[src/rtl/obi_mem_bridge.sv]
// OBI slave to single-port SRAM bridge with optional grant wait states.
// One-stage registered response path; counts granted transfers.
`timescale 1ns/1ps
module obi_mem_bridge #(
  parameter logic [31:0] ADDR_BASE   = 32'h0000_0000,
  parameter int unsigned MEM_WORDS   = 16384,
  parameter int unsigned WAIT_CYCLES = 0
) (
  input  logic                         clk_i,
  input  logic                         rst_i,
  input  logic                         req_i,
  input  logic [31:0]                  addr_i,
  input  logic                         we_i,
  input  logic [3:0]                   be_i,
  input  logic [31:0]                  wdata_i,
  output logic                         gnt_o,
  output logic                         rvalid_o,
  output logic [31:0]                  rdata_o,
  output logic                         err_o,
  output logic                         mem_req_o,
  output logic                         mem_we_o,
  output logic [3:0]                   mem_be_o,
  output logic [$clog2(MEM_WORDS)-1:0] mem_addr_o,
  output logic [31:0]                  mem_wdata_o,
  input  logic [31:0]                  mem_rdata_i,
  output logic [31:0]                  xfer_cnt_o
);

  localparam int unsigned AW = $clog2(MEM_WORDS);
  localparam logic [3:0] LOAD =
    (WAIT_CYCLES > 0) ? 4'(WAIT_CYCLES - 1) : 4'd0;

  typedef enum logic {
    S_IDLE,
    S_WAIT
  } state_t;

  state_t      r_state;
  state_t      w_state_nxt;
  logic [3:0]  r_cnt;
  logic [3:0]  w_cnt_nxt;
  logic        w_gnt;
  logic        r_rvalid;
  logic        r_err;
  logic        r_rd;
  logic [31:0] r_xfer;

  logic [32:0] w_a;
  logic [32:0] w_lo;
  logic [32:0] w_hi;
  logic        w_in_range;
  logic [31:0] w_off;
  logic        w_unused;

  // 33-bit compare so a window touching 4 GiB never wraps.
  assign w_a        = {1'b0, addr_i};
  assign w_lo       = {1'b0, ADDR_BASE};
  assign w_hi       = w_lo + (33'(MEM_WORDS) << 2);
  assign w_in_range = (w_a >= w_lo) && (w_a < w_hi);
  assign w_off      = addr_i - ADDR_BASE;
  assign w_unused   = ^w_off;

  always_comb begin
    w_state_nxt = r_state;
    w_cnt_nxt   = r_cnt;
    w_gnt       = 1'b0;
    case (r_state)
      S_IDLE: begin
        if (req_i) begin
          if (WAIT_CYCLES == 0) begin
            w_gnt = 1'b1;
          end else begin
            w_state_nxt = S_WAIT;
            w_cnt_nxt   = LOAD;
          end
        end
      end
      S_WAIT: begin
        if (!req_i) begin
          w_state_nxt = S_IDLE;
          w_cnt_nxt   = 4'd0;
        end else if (r_cnt == 4'd0) begin
          w_gnt       = 1'b1;
          w_state_nxt = S_IDLE;
        end else begin
          w_cnt_nxt = r_cnt - 4'd1;
        end
      end
      default: begin
        w_state_nxt = S_IDLE;
        w_cnt_nxt   = 4'd0;
      end
    endcase
    if (rst_i) begin
      w_gnt = 1'b0;
    end
  end

  always_ff @(posedge clk_i) begin
    if (rst_i) begin
      r_state  <= S_IDLE;
      r_cnt    <= 4'd0;
      r_rvalid <= 1'b0;
      r_err    <= 1'b0;
      r_rd     <= 1'b0;
      r_xfer   <= 32'd0;
    end else begin
      r_state  <= w_state_nxt;
      r_cnt    <= w_cnt_nxt;
      r_rvalid <= w_gnt;
      r_err    <= w_gnt & ~w_in_range;
      r_rd     <= w_gnt & w_in_range & ~we_i;
      if (w_gnt) begin
        r_xfer <= r_xfer + 32'd1;
      end
    end
  end

  assign gnt_o       = w_gnt;
  assign mem_req_o   = w_gnt & w_in_range;
  assign mem_addr_o  = w_off[AW+1:2];
  assign mem_we_o    = we_i;
  assign mem_be_o    = be_i;
  assign mem_wdata_o = wdata_i;

  // SRAM data arrives in the response cycle, so it is muxed, not stored.
  assign rvalid_o   = r_rvalid;
  assign rdata_o    = (r_rvalid & r_rd) ? mem_rdata_i : 32'd0;
  assign err_o      = r_rvalid & r_err;
  assign xfer_cnt_o = r_xfer;

endmodule

[config.mk]
export PLATFORM = sky130hd
export DESIGN_NAME = obi_mem_bridge
export DESIGN_NICKNAME = d
export VERILOG_FILES = /design/src/rtl/obi_mem_bridge.sv
export SDC_FILE = /design/constraint.sdc
export NUM_CORES = 1
export LEC_CHECK = 0
export ABC_AREA = 1
export CAP_MARGIN = 25
export CORE_MARGIN = 8
export CORE_UTILIZATION = 36
export DETAILED_ROUTE_END_ITERATION = 16
export PLACE_DENSITY = 0.89
export SYNTH_ARGS = -nofsm -noshare
export SYNTH_HDL_FRONTEND = slang
export SYNTH_SLANG_ARGS = --single-unit
export TNS_END_PERCENT = 100
[constraint.sdc]
create_clock -name clk_i -period 3.74 [get_ports clk_i]
set_input_delay 0.748 -clock clk_i [delete_from_list [all_inputs] [get_ports clk_i]]
set_output_delay 0.748 -clock clk_i [all_outputs]
set_load 0.02 [all_outputs]
==> out/metrics.csv, run 1 <==
stage,metric,value,unit
timing,final hold violation count,0,
die,Chip Width,104,µm
final_layout,register area,801,µm²
logic_synthesis,Main synth FF type,dfxtp_1,
timing,unrepaired setup endpoints after global routing,no,
logic_synthesis,largest family of logic cells by synthesized area,simple AND/OR/NAND/NOR gates,
logic_synthesis,#FFs+latches synth,40,
clock_tree,CTS Buf Count,5,
setup_path,Worst Path Arrival,2500,ps
place,Final Wtd Congestion,0.876,
logic_synthesis,simple-gate portion of the synthesized area,37.9,%
logic_synthesis,xor/xnor share of the synthesized area,2.19,%
grt,vias in the first global route,2865,
place,Port Buf Inserts,120,
clock_tree,clk root buf,clkbuf_8,
place,DP HPWL,7890,µm
timing,Final min period,3250,ps
timing,final setup vio count,0,
setup_path,crit end category,primary output,
die,DIE HEIGHT,104,µm
status,outcome,finished clean,
setup_path,CP max FO,10,
setup_path,"Req. time, crit path",2990,ps
clock_tree,CTS H-tree depth,2,
logic_synthesis,ys async rst share,0,%
detailed_routing,DRT antenna net count,0,
timing,fin crit share,86.9,%
logic_synthesis,mean post-synth cell area,6.34,µm²
power,P_leak,1.61,nW
logic_synthesis,Synth Area in Compound Gates,6.16,%
detailed_routing,DRC viols,0,
run,MaxCap Viol Count,0,
setup_path,Crit Path Class,in2out,
timing,Slew @ Worst Pin,962,ps
die,Die Footprint,10900,µm²
detailed_routing,1st-pass router iterations,4,
clock_tree,worst skew pair latency,290,ps
clock_tree,CTS Sinks,40,
timing,worst relative slew slack,35.7,%
final_layout,Area Growth Syn to Fin,36.1,%
logic_synthesis,sequential fraction of the synthesis area,28.6,%
detailed_routing,Wirelength per Cell,15.7,µm
clock_tree,Clock transition at path regs,80,ps
die,initial core utilization,36.7,%
logic_synthesis,mux share of post-synthesis cell area,0,%
logic_synthesis,synthesized cell area,2800,µm²
timing,Final TNS setup,0,ps
die,I/O Pins,223,
power,P per Cell Area,225,nW/µm²
grt,largest net degree at the start of global routing,33,
logic_synthesis,number of synthesized flops with an enable pin,0,
clock_tree,TritonCTS clock tree,built,
logic_synthesis,Ys Warns,0,
detailed_routing,Routed WL,9640,µm
place,Post-DP Area,3720,µm²
final_layout,# diodes,0,
final_layout,"commonest non-fill, non-tap cell in the layout",clkdlybuf4s50_1,
min_path,worst hold path class,reg2reg,
clock_tree,hold_buf cts,0,
grt,total gr overflow,0,
timing,max-slew violations,0,
final_layout,Multi-input gate area,1320,µm²
final_layout,layout cells sized above 1,5.87,%
logic_synthesis,library cells used by synthesis,31,
clock_tree,post-CTS setup buffers,0,
grt,first-pass GRT wire length,15100,µm
clock_tree,clk buf depth,2,
power,Peak VDD IR,110,µV
final_layout,Nets,617,
die,std cell rows,32,
timing,fmax,308,MHz
grt,Global Route Usage Sum,17.0,%
detailed_routing,vias per inst,4.73,
die,core box area,7650,µm²
final_layout,fillers,762,
setup_path,CP Launch Type,input pin,
final_layout,most frequent cells in the layout,"clkdlybuf4s50_1 (120), nor2_1 (91), nand2_1 (71)",
detailed_routing,DR iter-0 viols,129,
clock_tree,Post-CTS Resized,0,
setup_path,flop2flop setup slack,1980,ps
detailed_routing,Vias,2898,
final_layout,post-route cell area,3810,µm²
logic_synthesis,adder-cell share of the synthesized area,0.892,%
timing,Clock Skews,5.39,ps
logic_synthesis,syn nets,548,
grt,initial antenna violation count,0,
logic_synthesis,synthesized instance count,442,
## cell usage after synthesis (5+ instances only)
cell	number	share of area, %
o21ai_0	9	1.6
nor2_1	91	12
buf_4	52	14
dfxtp_1	40	29
nand3_1	35	6.2
clkbuf_1	5	0.67
inv_1	65	8.7
nor2_2	11	2.5
nand4_1	6	1.3
a21oi_1	20	3.6
nor3_1	9	1.6
nand2_1	71	9.5
xor2_1	5	1.6
## final timing paths
| kind | startpoint | to | cells past startpoint |
|---|---|---|---|
| worst max-delay path | req_i | mem_req_o | 8 |
| worst min register to register | r_cnt[1] | r_cnt[1] | 2 |
| worst max register to register | r_cnt[0] | xfer_cnt_o[19] | 9 |
| worst min-delay path | r_cnt[1] | r_cnt[1] | 2 |
## cells by family after synthesis
group           after synthesis
compound gates               33
xor+xnor                      7
fa+ha+maj                     2
buf+inv                     127
flops                        40
simple gates                233
## flip-flops by register name (all words and copies together) (netlist names)
signal	cells
r_state	1
r_err	1
r_cnt	4
r_rd	1
xfer_cnt_o	32
rvalid_o	1
## per-stage QoR
step | power (mW) | std cells | utilization (%) | hold WS, ps | setup slack, ps
floorplan | 0.557 | 442 | - | 453 | 1540
global placement | 0.549 | 606 | 48.6 | 467 | 491
detailed placement | 0.551 | 606 | 48.6 | 476 | 473
CTS | 0.870 | 613 | 49.9 | 495 | 469
global route | 0.890 | 613 | 49.9 | 540 | 381
finish | 0.858 | 613 | 49.9 | 489 | 489
## power breakdown
| group | switching [mW] | total, mW | internal, mW |
|---|---|---|---|
| sequential | 0.00308 | 0.432 | 0.429 |
| combinational | 0.0440 | 0.109 | 0.0648 |
| clock | 0.153 | 0.318 | 0.165 |
| total | 0.200 | 0.858 | 0.658 |
## layer usage
metal | vias to the layer above | routed length, µm | share of wire (%) | track usage (%)
met4 | 2 | 240 | 2.5 | 5.48
li1 | 1446 | - | - | -
met1 | 1267 | 3930 | 41 | 18.4
met2 | 150 | 4350 | 45 | 27.3
met5 | - | 53 | 0.55 | 3.81
met3 | 33 | 1060 | 11 | 9.36
## area by class of cell
type | instances | share of cell area, %
flip-flops and latches | 40 | 21.0
inverters | 67 | 6.59
clock buffers | 7 | 2.53
multi-input cells | 275 | 34.7
repair buffers | 122 | 31.9
well taps | 102 | 3.35
## worst max-delay path: stages
cell	delay [ps]
clkdlybuf4s50_1	560
nand2_1	80
clkinv_1	70
nand3_4	90
nand2_8	120
nand2_8	90
nor2_1	110
clkdlybuf4s50_1	620
Power figures use the tool's default switching activity.
==> run 2: changes to the inputs <==
--- a/config.mk
+++ b/config.mk
@@ -10,7 +10,7 @@
 export CORE_MARGIN = 8
 export CORE_UTILIZATION = 36
 export DETAILED_ROUTE_END_ITERATION = 16
-export PLACE_DENSITY = 0.89
+export PLACE_DENSITY = 0.88
 export SYNTH_ARGS = -nofsm -noshare
 export SYNTH_HDL_FRONTEND = slang
 export SYNTH_SLANG_ARGS = --single-unit
==> run 2 against run 1 <==
Against the previous run:
- die area stayed put
- sequential cell count stayed put
- clock power is 2% lower
- first-iteration DRC count is 3.1% lower
- hold slack hardly changed
- critical path type unchanged
- critical endpoint unchanged
- highest routed layer is now met4
==> out/metrics.csv, run 2 (same netlist as run 1, synthesis figures left out) <==
stage,metric,value,unit,change
timing,final hold violation count,0,,unchanged
power,Peak VDD IR,271,µV,+150%
grt,initial antenna violation count,0,,unchanged
detailed_routing,Wirelength per Cell,16.1,µm,+2.5%
timing,Final TNS setup,0,ps,unchanged
min_path,Hold EP,r_cnt[1],,
timing,final setup vio count,0,,unchanged
detailed_routing,1st-pass router iterations,4,,unchanged
timing,max-slew violations,0,,unchanged
timing,Slew @ Worst Pin,467,ps,-495 ps
grt,total gr overflow,0,,unchanged
run,MaxCap Viol Count,0,,unchanged
timing,Clock Skews,4.11,ps,-1.28 ps
setup_path,Worst Path Arrival,2530,ps,+30 ps
min_path,Hold Path Origin,r_cnt[1],,
detailed_routing,DRT antenna net count,0,,unchanged
die,I/O Pins,223,,unchanged
setup_path,flop2flop setup slack,1940,ps,-40 ps
grt,vias in the first global route,2876,,+0.38%
clock_tree,Clock transition at path regs,70,ps,about the same
setup_path,r2r endpoint,xfer_cnt_o[25],,
timing,setup ws final,463,ps,-25.5 ps
timing,unrepaired setup endpoints after global routing,no,,
timing,fmax,305,MHz,-0.78%
die,Die Footprint,10900,µm²,unchanged
timing,hold_ws,489,ps,+0.255 ps
clock_tree,clk root buf,clkbuf_8,,
setup_path,CP max FO,10,,unchanged
clock_tree,CTS Buf Count,5,,unchanged
final_layout,most frequent cells in the layout,"clkdlybuf4s50_1 (120), nor2_1 (91), nand2_1 (71)",,
final_layout,"commonest non-fill, non-tap cell in the layout",clkdlybuf4s50_1,,
die,Chip Width,104,µm,unchanged
final_layout,post-route cell area,3840,µm²,+0.72%
detailed_routing,vias per inst,4.77,,+0.80%
place,Port Buf Inserts,120,,unchanged
timing,fin crit share,87.6,%,+0.68 points
final_layout,max reg flops,32,,unchanged
setup_path,Crit Path Class,in2out,,
min_path,worst hold path class,reg2reg,,
clock_tree,worst skew pair latency,290,ps,about the same
clock_tree,hold_buf cts,0,,unchanged
clock_tree,clk buf depth,2,,unchanged
final_layout,fillers,756,,-0.79%
setup_path,r2r startpoint,r_cnt[0],,
setup_path,CP Launch Type,input pin,,
clock_tree,Post-CTS Resized,0,,unchanged
final_layout,# diodes,0,,unchanged
grt,Global Route Usage Sum,17.5,%,+0.52 points
die,DIE HEIGHT,104,µm,unchanged
die,std cell rows,32,,unchanged
power,P_leak,1.62,nW,+0.87%
setup_path,"Req. time, crit path",2990,ps,about the same
status,outcome,finished clean,,
setup_path,worst reg2reg path depth,9,,unchanged
setup_path,crit end category,primary output,,
grt,first-pass GRT wire length,15700,µm,+4.2%
place,Post-DP Area,3720,µm²,unchanged
clock_tree,CTS H-tree depth,2,,unchanged
die,core box area,7650,µm²,unchanged
clock_tree,CTS Sinks,40,,unchanged
detailed_routing,Routed WL,9900,µm,+2.7%
timing,Final min period,3280,ps,+25.5 ps
final_layout,Nets,618,,+0.16%
power,P per Cell Area,222,nW/µm²,-1.5%
timing,worst relative slew slack,68.8,%,+33 points
detailed_routing,DRC viols,0,,unchanged
clock_tree,post-CTS setup buffers,0,,unchanged
detailed_routing,DR iter-0 viols,125,,-3.1%
place,DP HPWL,8130,µm,+3.1%
place,pre-CTS setup slack,450,ps,-23.7 ps
detailed_routing,Vias,2926,,+0.97%
final_layout,layout cells sized above 1,6.05,%,+0.18 points
place,Final Wtd Congestion,0.904,,+3.2%
min_path,hold depth,2,,unchanged
grt,largest net degree at the start of global routing,33,,unchanged
clock_tree,TritonCTS clock tree,built,,
die,initial core utilization,36.7,%,unchanged
final_layout,Area Growth Syn to Fin,37.0,%,
==> run 2: cell types whose count changed in the layout (fill, tap and decap cells not counted), sizes merged <==
cell | previous run | this run
buf | 2 | 3
==> run 2: worst max-delay path, stage by stage <==
cell	delay, ps
clkdlybuf4s50_1	560
nand2_1	80
clkinv_1	80
nand3_4	90
nand2_8	120
nand2_8	90
nor2_1	130
clkdlybuf4s50_1	630
==> run 2: layout make-up <==
type	count	area [µm²]	share of cell area, %
multi-input combinational	275	1320	34.4
timing repair buffer	123	1240	32.4
sequential	40	801	20.8
inverter	67	251	6.55
tap	102	128	3.32
clock buffer	7	96.3	2.51
==> run 2: stage by stage <==
| step | utilization, % | total power [mW] | std cells |
|---|---|---|---|
| after CTS | 49.9 | 0.859 | 613 |
| after global routing | 50.2 | 0.891 | 614 |
| after global placement | 48.6 | 0.548 | 606 |
| after detailed placement | 48.6 | 0.550 | 606 |
| final | 50.2 | 0.851 | 614 |
| after floorplan | - | 0.557 | 442 |
==> run 2: where the power goes <==
part	switching [mW]	total (mW)	internal, mW
clock	0.146	0.311	0.164
combinational	0.0435	0.108	0.0648
sequential	0.00373	0.432	0.429
==> run 2: worst max path at each step <==
stage	from	to	cells past startpoint
finish	req_i	mem_req_o	8
global route	req_i	mem_req_o	8
CTS	req_i	mem_req_o	8
detailed placement	req_i	mem_req_o	8
global placement	req_i	mem_req_o	8
floorplan	rst_i	mem_req_o	4
==> run 2: routing by layer <==
metal  track usage (%)  wire length (µm)
met1              18.6              3840
met2              31.9              5070
met3              6.32               830
met4              4.65               152
met5             0.476                 0
==> run 3: changes to the inputs <==
--- a/config.mk
+++ b/config.mk
@@ -9,6 +9,7 @@
 export CAP_MARGIN = 25
 export CORE_MARGIN = 8
 export CORE_UTILIZATION = 36
+export CTS_CLUSTER_SIZE = 14
 export DETAILED_ROUTE_END_ITERATION = 16
 export PLACE_DENSITY = 0.88
 export SYNTH_ARGS = -nofsm -noshare
==> results of run 3 <==
The final DEF is identical to that of run 2; final timing and power are the same.
